==> src/rtl/hd44780_bus_writer.sv <==
// HD44780 write engine: takes one RS+byte request, drives RS/RW/E/DB with programmable
// setup / pulse / hold / cycle timing (8- or 4-bit bus), then waits out the execution time.
module hd44780_bus_writer #(
  parameter int BUS_WIDTH   = 8,
  parameter int T_AS        = 1,
  parameter int T_PW        = 3,
  parameter int T_H         = 1,
  parameter int T_CYC       = 6,
  parameter int T_EXEC      = 444,
  parameter int T_EXEC_LONG = 18240
) (
  input  logic                 i_clk,
  input  logic                 i_reset,
  input  logic                 i_valid,
  output logic                 o_ready,
  input  logic                 i_rs,
  input  logic [7:0]           i_data,
  input  logic                 i_long,
  output logic                 o_done,
  output logic                 o_lcd_rs,
  output logic                 o_lcd_rw,
  output logic                 o_lcd_e,
  output logic [BUS_WIDTH-1:0] o_lcd_db
);

  localparam int CMAX  = (T_EXEC_LONG > T_CYC) ? T_EXEC_LONG : T_CYC;
  localparam int CW    = $clog2(CMAX + 1);
  localparam int T_BIT = T_AS + T_PW + T_H;
  // Extra idle cycles between nibbles so E rises stay at least T_CYC apart.
  localparam int G     = (T_CYC > T_BIT) ? (T_CYC - T_BIT) : 0;

  localparam logic [CW-1:0] AS_M1    = CW'(T_AS - 1);
  localparam logic [CW-1:0] PW_M1    = CW'(T_PW - 1);
  localparam logic [CW-1:0] H_M1     = CW'(T_H - 1);
  localparam logic [CW-1:0] GAP_M1   = CW'((G > 0) ? (G - 1) : 0);
  localparam logic [CW-1:0] EXEC_M1  = CW'(T_EXEC - 1);
  localparam logic [CW-1:0] EXECL_M1 = CW'(T_EXEC_LONG - 1);

  typedef enum logic [2:0] {
    IDLE,
    SETUP,
    E_HIGH,
    HOLD,
    GAP,
    EXEC_WAIT
  } state_t;

  state_t               state_q, state_d;
  logic [CW-1:0]        cnt_q, cnt_d;
  logic                 rs_q, rs_d;
  logic [3:0]           lo_q, lo_d;
  logic                 long_q, long_d;
  logic                 nib_hi_q, nib_hi_d;
  logic                 e_q, e_d;
  logic [BUS_WIDTH-1:0] db_q, db_d;
  logic                 ready_q, ready_d;
  logic                 done_q, done_d;

  always_comb begin
    state_d  = state_q;
    cnt_d    = cnt_q;
    rs_d     = rs_q;
    lo_d     = lo_q;
    long_d   = long_q;
    nib_hi_d = nib_hi_q;
    e_d      = e_q;
    db_d     = db_q;
    ready_d  = ready_q;
    done_d   = 1'b0;

    case (state_q)
      IDLE: begin
        if (i_valid) begin
          state_d  = SETUP;
          cnt_d    = AS_M1;
          rs_d     = i_rs;
          lo_d     = i_data[3:0];
          long_d   = i_long;
          ready_d  = 1'b0;
          nib_hi_d = (BUS_WIDTH == 4);
          if (BUS_WIDTH == 8) db_d = BUS_WIDTH'(i_data);
          else                db_d = BUS_WIDTH'(i_data[7:4]);
        end
      end

      SETUP: begin
        if (cnt_q == '0) begin
          state_d = E_HIGH;
          cnt_d   = PW_M1;
          e_d     = 1'b1;
        end else begin
          cnt_d = cnt_q - CW'(1);
        end
      end

      E_HIGH: begin
        if (cnt_q == '0) begin
          state_d = HOLD;
          cnt_d   = H_M1;
          e_d     = 1'b0;
        end else begin
          cnt_d = cnt_q - CW'(1);
        end
      end

      HOLD: begin
        if (cnt_q == '0) begin
          if (nib_hi_q) begin
            nib_hi_d = 1'b0;
            if (G > 0) begin
              state_d = GAP;
              cnt_d   = GAP_M1;
            end else begin
              state_d = SETUP;
              cnt_d   = AS_M1;
              db_d    = BUS_WIDTH'(lo_q);
            end
          end else begin
            state_d = EXEC_WAIT;
            cnt_d   = long_q ? EXECL_M1 : EXEC_M1;
          end
        end else begin
          cnt_d = cnt_q - CW'(1);
        end
      end

      GAP: begin
        if (cnt_q == '0) begin
          state_d = SETUP;
          cnt_d   = AS_M1;
          db_d    = BUS_WIDTH'(lo_q);
        end else begin
          cnt_d = cnt_q - CW'(1);
        end
      end

      EXEC_WAIT: begin
        if (cnt_q == '0) begin
          state_d = IDLE;
          done_d  = 1'b1;
          ready_d = 1'b1;
        end else begin
          cnt_d = cnt_q - CW'(1);
        end
      end

      default: begin
        state_d = IDLE;
        cnt_d   = '0;
        e_d     = 1'b0;
        ready_d = 1'b1;
      end
    endcase
  end

  always_ff @(posedge i_clk) begin
    if (i_reset) begin
      state_q  <= IDLE;
      cnt_q    <= '0;
      rs_q     <= 1'b0;
      lo_q     <= 4'h0;
      long_q   <= 1'b0;
      nib_hi_q <= 1'b0;
      e_q      <= 1'b0;
      db_q     <= '0;
      ready_q  <= 1'b1;
      done_q   <= 1'b0;
    end else begin
      state_q  <= state_d;
      cnt_q    <= cnt_d;
      rs_q     <= rs_d;
      lo_q     <= lo_d;
      long_q   <= long_d;
      nib_hi_q <= nib_hi_d;
      e_q      <= e_d;
      db_q     <= db_d;
      ready_q  <= ready_d;
      done_q   <= done_d;
    end
  end

  assign o_ready  = ready_q;
  assign o_done   = done_q;
  assign o_lcd_rs = rs_q;
  assign o_lcd_rw = 1'b0;
  assign o_lcd_e  = e_q;
  assign o_lcd_db = db_q;

endmodule

==> config.mk <==
export PLATFORM = sky130hd
export DESIGN_NAME = hd44780_bus_writer
export DESIGN_NICKNAME = d
export VERILOG_FILES = /design/src/rtl/hd44780_bus_writer.sv
export SDC_FILE = /design/constraint.sdc
export NUM_CORES = 1
export LEC_CHECK = 0
export CAP_MARGIN = 20
export CORE_UTILIZATION = 35
export DETAILED_ROUTE_END_ITERATION = 10
export SYNTH_ARGS = -nofsm -noshare
export SYNTH_HDL_FRONTEND = slang
export SYNTH_SLANG_ARGS = --single-unit
==> constraint.sdc <==
create_clock -name i_clk -period 2.05 [get_ports i_clk]
set_input_delay 0.3075 -clock i_clk [delete_from_list [all_inputs] [get_ports i_clk]]
set_output_delay 0.3075 -clock i_clk [all_outputs]
set_load 0.01 [all_outputs]
# Word-level counts from Yosys, hierarchy flattened
# Cells that the tools add are included.
[classes]
n_addsub = 1
mul = 0
div_mod_pow = 0
magnitude_cmp = 0
n_eq_ne = 12
shift = 0
muxes = 26
bitwise_logic = 3
reduce_logical = 15
[ops]
columns = ["cell", "count"]
rows = [
  ["15-bit two-way mux", 7],
  ["15-bit case mux with 5 select lines", 1],
  ["3-bit two-way mux", 6],
  ["3-bit case mux with 6 select lines", 1],
  ["8-bit two-way mux", 2],
  ["8-bit case mux with 2 select lines", 1],
  ["15-bit zero test", 1],
  ["15-bit by 1-bit subtractor with 15-bit output (second input constant)", 1],
  ["2-bit != test (second input constant)", 7],
  ["3-bit AND reduction", 4],
  ["4-bit OR reduction", 2],
  ["3-bit by 2-bit == test with 1-bit output (second input constant)", 2],
  ["3-bit == test (second input constant)", 2],
  ["1-bit case mux with 3 select lines", 2],
  ["6-bit AND reduction", 1],
  ["1-bit two-way mux", 5],
  ["2-bit AND reduction", 2],
  ["2-bit nonzero test", 2],
  ["2-bit OR reduction", 2],
  ["3-bit by 1-bit == test with 1-bit output (second input constant)", 1],
  ["3-bit zero test", 1],
  ["1-bit NOT", 3],
  ["1-bit case mux with 2 select lines", 1],
]
[totals]
ff_bits = 36
latchBits = 0
ramBits = 0
mem_bits_ro = 0
in_bits = 13
wordCells = 67
n_memories = 0

# Logic depth before layout (Yosys ltp)
[logic_depth]
ltp_word = 4
depth_mapped = 8
depth_no_buf = 7

# Worst setup path after synthesis
# No wires, ideal clock.
[synth_path]
path_kind = "register to register"
startpoint = "register cnt_q[0]"
endpoint = "register cnt_q[10]"
setup_ns = 0.132
arrival_ns = 1.957
required_time_ns = 1.918
slack_ns = -0.039
path_stages_with_launch = 9
path_buffers = 1
cell_sequence = "dfxtp_1 -> inv_1 -> ha_1 -> or4b_4 -> nor4_4 -> buf_6 -> nor3_1 -> a221oi_1 -> a21oi_1"
[synth_between]
elab_chain_cells = 3
word_cells_on_any_way = 9
cone_classes = "1 x add/sub; 1 x eq/ne; 5 x mux; 2 x reduce/logical"
[synth_rtl]
columns = ["element", "line", "text"]
rows = [
  ["start, declared", "49", "logic [CW-1:0] cnt_q, cnt_d;"],
  ["start signal, assigned", "170", "cnt_q <= cnt_d;"],
  ["15-bit by 1-bit subtractor with 15-bit output / 15-bit zero test (equally long branches)", "--", ""],
  ["15-bit two-way mux (tied with other cells)", "138", "if (cnt_q == '0) begin"],
  ["15-bit case mux with 5 select lines / 2-bit AND reduction (equally long branches)", "--", ""],
]
# Parallel ways exist; a longest one is shown, timed or not. The select of a mux whose other input is x is not followed.
# A chain may end at the register's enable or synchronous reset.

# Worst setup path after layout
[layout_path]
startpoint = "register cnt_q[0]"
endpoint = "register cnt_q[11]"
# Same word-level chain as after synthesis.

==> run summary <==
The run finished, with violations left. The checks that failed: setup timing. The area growth from synthesis to layout is 41.8%. After detailed routing, the number of vias per cell comes to roughly 5.4. The synthesis-stage register bit count is 35. Of all nets on the critical path, the largest fanout is 4. The transition time at the pin with the least slew margin is approximately 540 ps. The root buffer selected by CTS is sky130_fd_sc_hd__clkbuf_8. The wire-length estimate of the detail-placed layout is between 3 and 4 mm. The multi-input combinational cell area is 1200 µm². The die footprint is a little under 6000 µm². The number of distinct standard cells referenced by the synthesized netlist is 56. Counting flops with an async set or reset pin after synthesis yields a share of 0%. The final-report max-slew violation count is 0.

The worst-path cell with the longest stage delay is sky130_fd_sc_hd__or4_4. The synthesized netlist devotes roughly a quarter of its cell area to compound gates. The fraction of final layout cells sized beyond drive strength 1 is between 20% and 30%. Setup repair after global routing could not meet its margin everywhere. The net count of the mapped netlist came out at between 200 and 300. The maximum VDD drop is 601 µV.

Counting the buffers created by CTS gives 5. At the worst endpoint, the arrival time is 2240 ps. The initial standard-cell utilization of the core is 37.1%. Pin placement for this block handled 26 I/O pins. The floorplan has 26 rows.

The power per cell area came out at 1580 nW/µm². The count of non-filler cells in the finished layout came out at 369. The synthesized design contains 0 enable-type register cells. The total of warnings raised by yosys is 0. The number of endpoints failing setup at the final stage came out at 1.

Global routing finished with a remaining overflow of 0. In this run the tool buffered the top-level ports with 24 buffer cells. The clock transition time at the flip-flop clock pins of the worst setup and hold paths is 80 ps.

The final hold slack is 457 ps. The synthesized instance count came out at 239. The largest buffer count on any clock path came out at 2. The x dimension of the die came out at 76.6 µm. The worst setup path is of the reg2reg kind.

Summing over every cut layer, the via total after detailed routing is slightly above 2,000. The final routed wire length divided by cell count is 15.2 µm. The cell area after layout came out at 2760 µm². The share of synthesized area in the top cell type comes to 36.0%. The clock network latency to the later pin of the worst-skew pair came out at ~300 ps. The startpoint class of the critical path is a register.

The worst slew margin relative to its limit came out at a little under two thirds. The region available for standard cell placement spans 5240 µm². The final-layout fill cell count is 497. The most repeated library cell on the critical path is sky130_fd_sc_hd__or4_4. The detailed router's first-iteration violation count is 141. After synthesis, the cell types taking the most area are sky130_fd_sc_hd__dfxtp_1, sky130_fd_sc_hd__a21oi_1, sky130_fd_sc_hd__nand2_1, sky130_fd_sc_hd__nor2_1, sky130_fd_sc_hd__nor3_1.

The hold buffer count at cts is 0. Summed over all instances, the cell type with the most area after synthesis is sky130_fd_sc_hd__dfxtp_1. Entering global routing, the biggest net connects 14 pins. The worst setup skew after layout came out at 8.45 ps. The H-tree was split into 2 levels.

The height of the die came out at 76.6 µm. The number of placed cells counting well taps came out at 352. Summing the areas of all fa, ha and maj instances in the mapped netlist gives about 1.2% of the synthesized area. The first-pass GRT wire length is just under 9 mm.

The xor and xnor area share after synthesis is less than 1%. The count of endpoints failing hold in the final timing report is 0. The multiplexer share of the synthesized area is 2.06%. For this design the static power due to leakage is 0.00105 µW.

Across the run, the number of max-cap violations was 0. The delay of the slowest cell on the worst path came out at 550 ps. The fmax is 0.483 GHz. The initial antenna violation count was 0. Traced cell by cell, the critical path runs through or4_4, or3_4, or4_4, a21oi_2, o32ai_1. After the last flow step, the layout net total stands at 312. The CTS tree is built. The first detailed-routing pass took 4 iterations. The combinational family with the most area after synthesis is simple AND/OR/NAND/NOR gates. The post-synthesis instance area came out at a little under 2000 µm². The minimum period implied by the final worst setup slack came out at 2070 ps.

The per-instance average area after synthesis came out at 8.14 µm². The global placement routability congestion is roughly 0.9. The min-delay analysis places its worst path in the category reg2reg. The ratio of final minimum period to clock period is 101%.

The sequential-to-total area share from yosys stat came out at 36.0%. The number of global-route vias before repair came to roughly 1,900. The library cell used most frequently in the layout, excluding fill and tap cells, is sky130_fd_sc_hd__buf_4.

The number of clock sinks seen by CTS came out at 35. The antenna cell count came out at 0. STA classifies the critical path endpoint as a register. The final layout contains routed wiring with a total length of 5.62 mm. The worst path setup slack after routing came out at -18.4 ps. The remaining number of nets flagged by the antenna check after routing is 0.

Leaving out fill and tap cells, the most frequent cells in the layout are sky130_fd_sc_hd__buf_4, sky130_fd_sc_hd__dfxtp_1, sky130_fd_sc_hd__nand2_1. The total routing resource utilization after global routing came out at 18.9%. The detailed-route DRC error count came out at 0. In the synthesized netlist the dominant register cell turns out to be sky130_fd_sc_hd__dfxtp_1.

The data required time of the critical path is 2220 ps. The combined flip-flop and latch cell area came out at 707 µm². The simple-gate share of the synthesized area came out at between 20% and 30%. The cell area after placement is 2480 µm².
[timing repair]
item	4_1_cts	5_1_grt
cloned	0	0
buffers inserted	3	6
endpoints found under the setup margin	10	27
resized for setup	1	20
pin swaps	1	13
[registers in the layout, summed over array words and instances (netlist names)]
register and count:
state_q 3, lo_q 4, o_ready 1, o_lcd_db 8, o_lcd_e 1, o_lcd_rs 1
long_q 1, cnt_q 15, o_done 1
[where the power goes]
group	total, µW	internal (µW)	leakage, µW	switching [µW]
clock	754	486	0.0000654	267
combinational	2610	1320	0.000697	1300
sequential	989	839	0.000288	150
[Yosys cell counts (4+ instances only)]
cell type                  count
sky130_fd_sc_hd__dfxtp_1      35
sky130_fd_sc_hd__nand2_1      31
sky130_fd_sc_hd__a21oi_1      27
sky130_fd_sc_hd__nor2_1       17
sky130_fd_sc_hd__nor3_1       11
sky130_fd_sc_hd__clkbuf_1     10
sky130_fd_sc_hd__a22oi_1       7
sky130_fd_sc_hd__o21ai_1       7
sky130_fd_sc_hd__inv_1         6
sky130_fd_sc_hd__a31oi_1       5
sky130_fd_sc_hd__or3_1         5
sky130_fd_sc_hd__a211oi_2      4
sky130_fd_sc_hd__mux2i_1       4
sky130_fd_sc_hd__nor4_1        4
sky130_fd_sc_hd__o21ai_0       4
[area by class of cell]
type | count | area share (%)
Clock buffer | 6 | 2.63
Sequential cell | 35 | 25.6
Multi-Input combinational cell | 180 | 43.5
Clock inverter | 2 | 2.18
Timing Repair Buffer | 70 | 22.1
Inverter | 6 | 0.816
Tap cell | 70 | 3.17
[layer usage]
layer	track usage [%]	part of all wire, %	vias up
met5	0	0	-
li1	-	-	999
met1	24.3	44	947
met2	31.1	50	55
met4	6.73	1.2	0
met3	3.95	4.9	10
[worst paths after layout]
| check | startpoint | endpoint | slack [ps] | cells past startpoint |
|---|---|---|---|---|
| max | cnt_q[0] | cnt_q[11] | -20 | 5 |
| min reg2reg | lo_q[3] | lo_q[3] | 460 | 2 |
| max reg2reg | cnt_q[0] | cnt_q[11] | -20 | 5 |
| min | lo_q[3] | lo_q[3] | 460 | 2 |
[stage by stage]
step | total power [µW] | TNS, ps | util (%) | worst slack (ps)
after floorplan | 2400 | 0 | - | 55.4
after global placement | 3210 | -75.8 | 47.3 | -75.8
after detailed placement | 3220 | -147 | 47.3 | -53.5
after CTS | 4040 | 0 | 50.3 | 6.77
after global routing | 4650 | -494 | 52.7 | -97.9
final | 4360 | -18.4 | 52.7 | -18.4
[cells by family after synthesis]
kind of cell               after synthesis
adders and majority gates                2
buffers and inverters                   24
AOI/OAI and AO/OA                       75
and+or+nand+nor                         96
xor gates and xnor gates                 2
muxes                                    4
DFF                                     35
other                                    1
[worst max-delay path, delay by kind of cell, from the launching register on]
family / cells / cell delay (ps)
flops: 1 / 340
simple gates: 3 / 1350
compound gates: 2 / 260
Power figures use the tool's default switching activity.
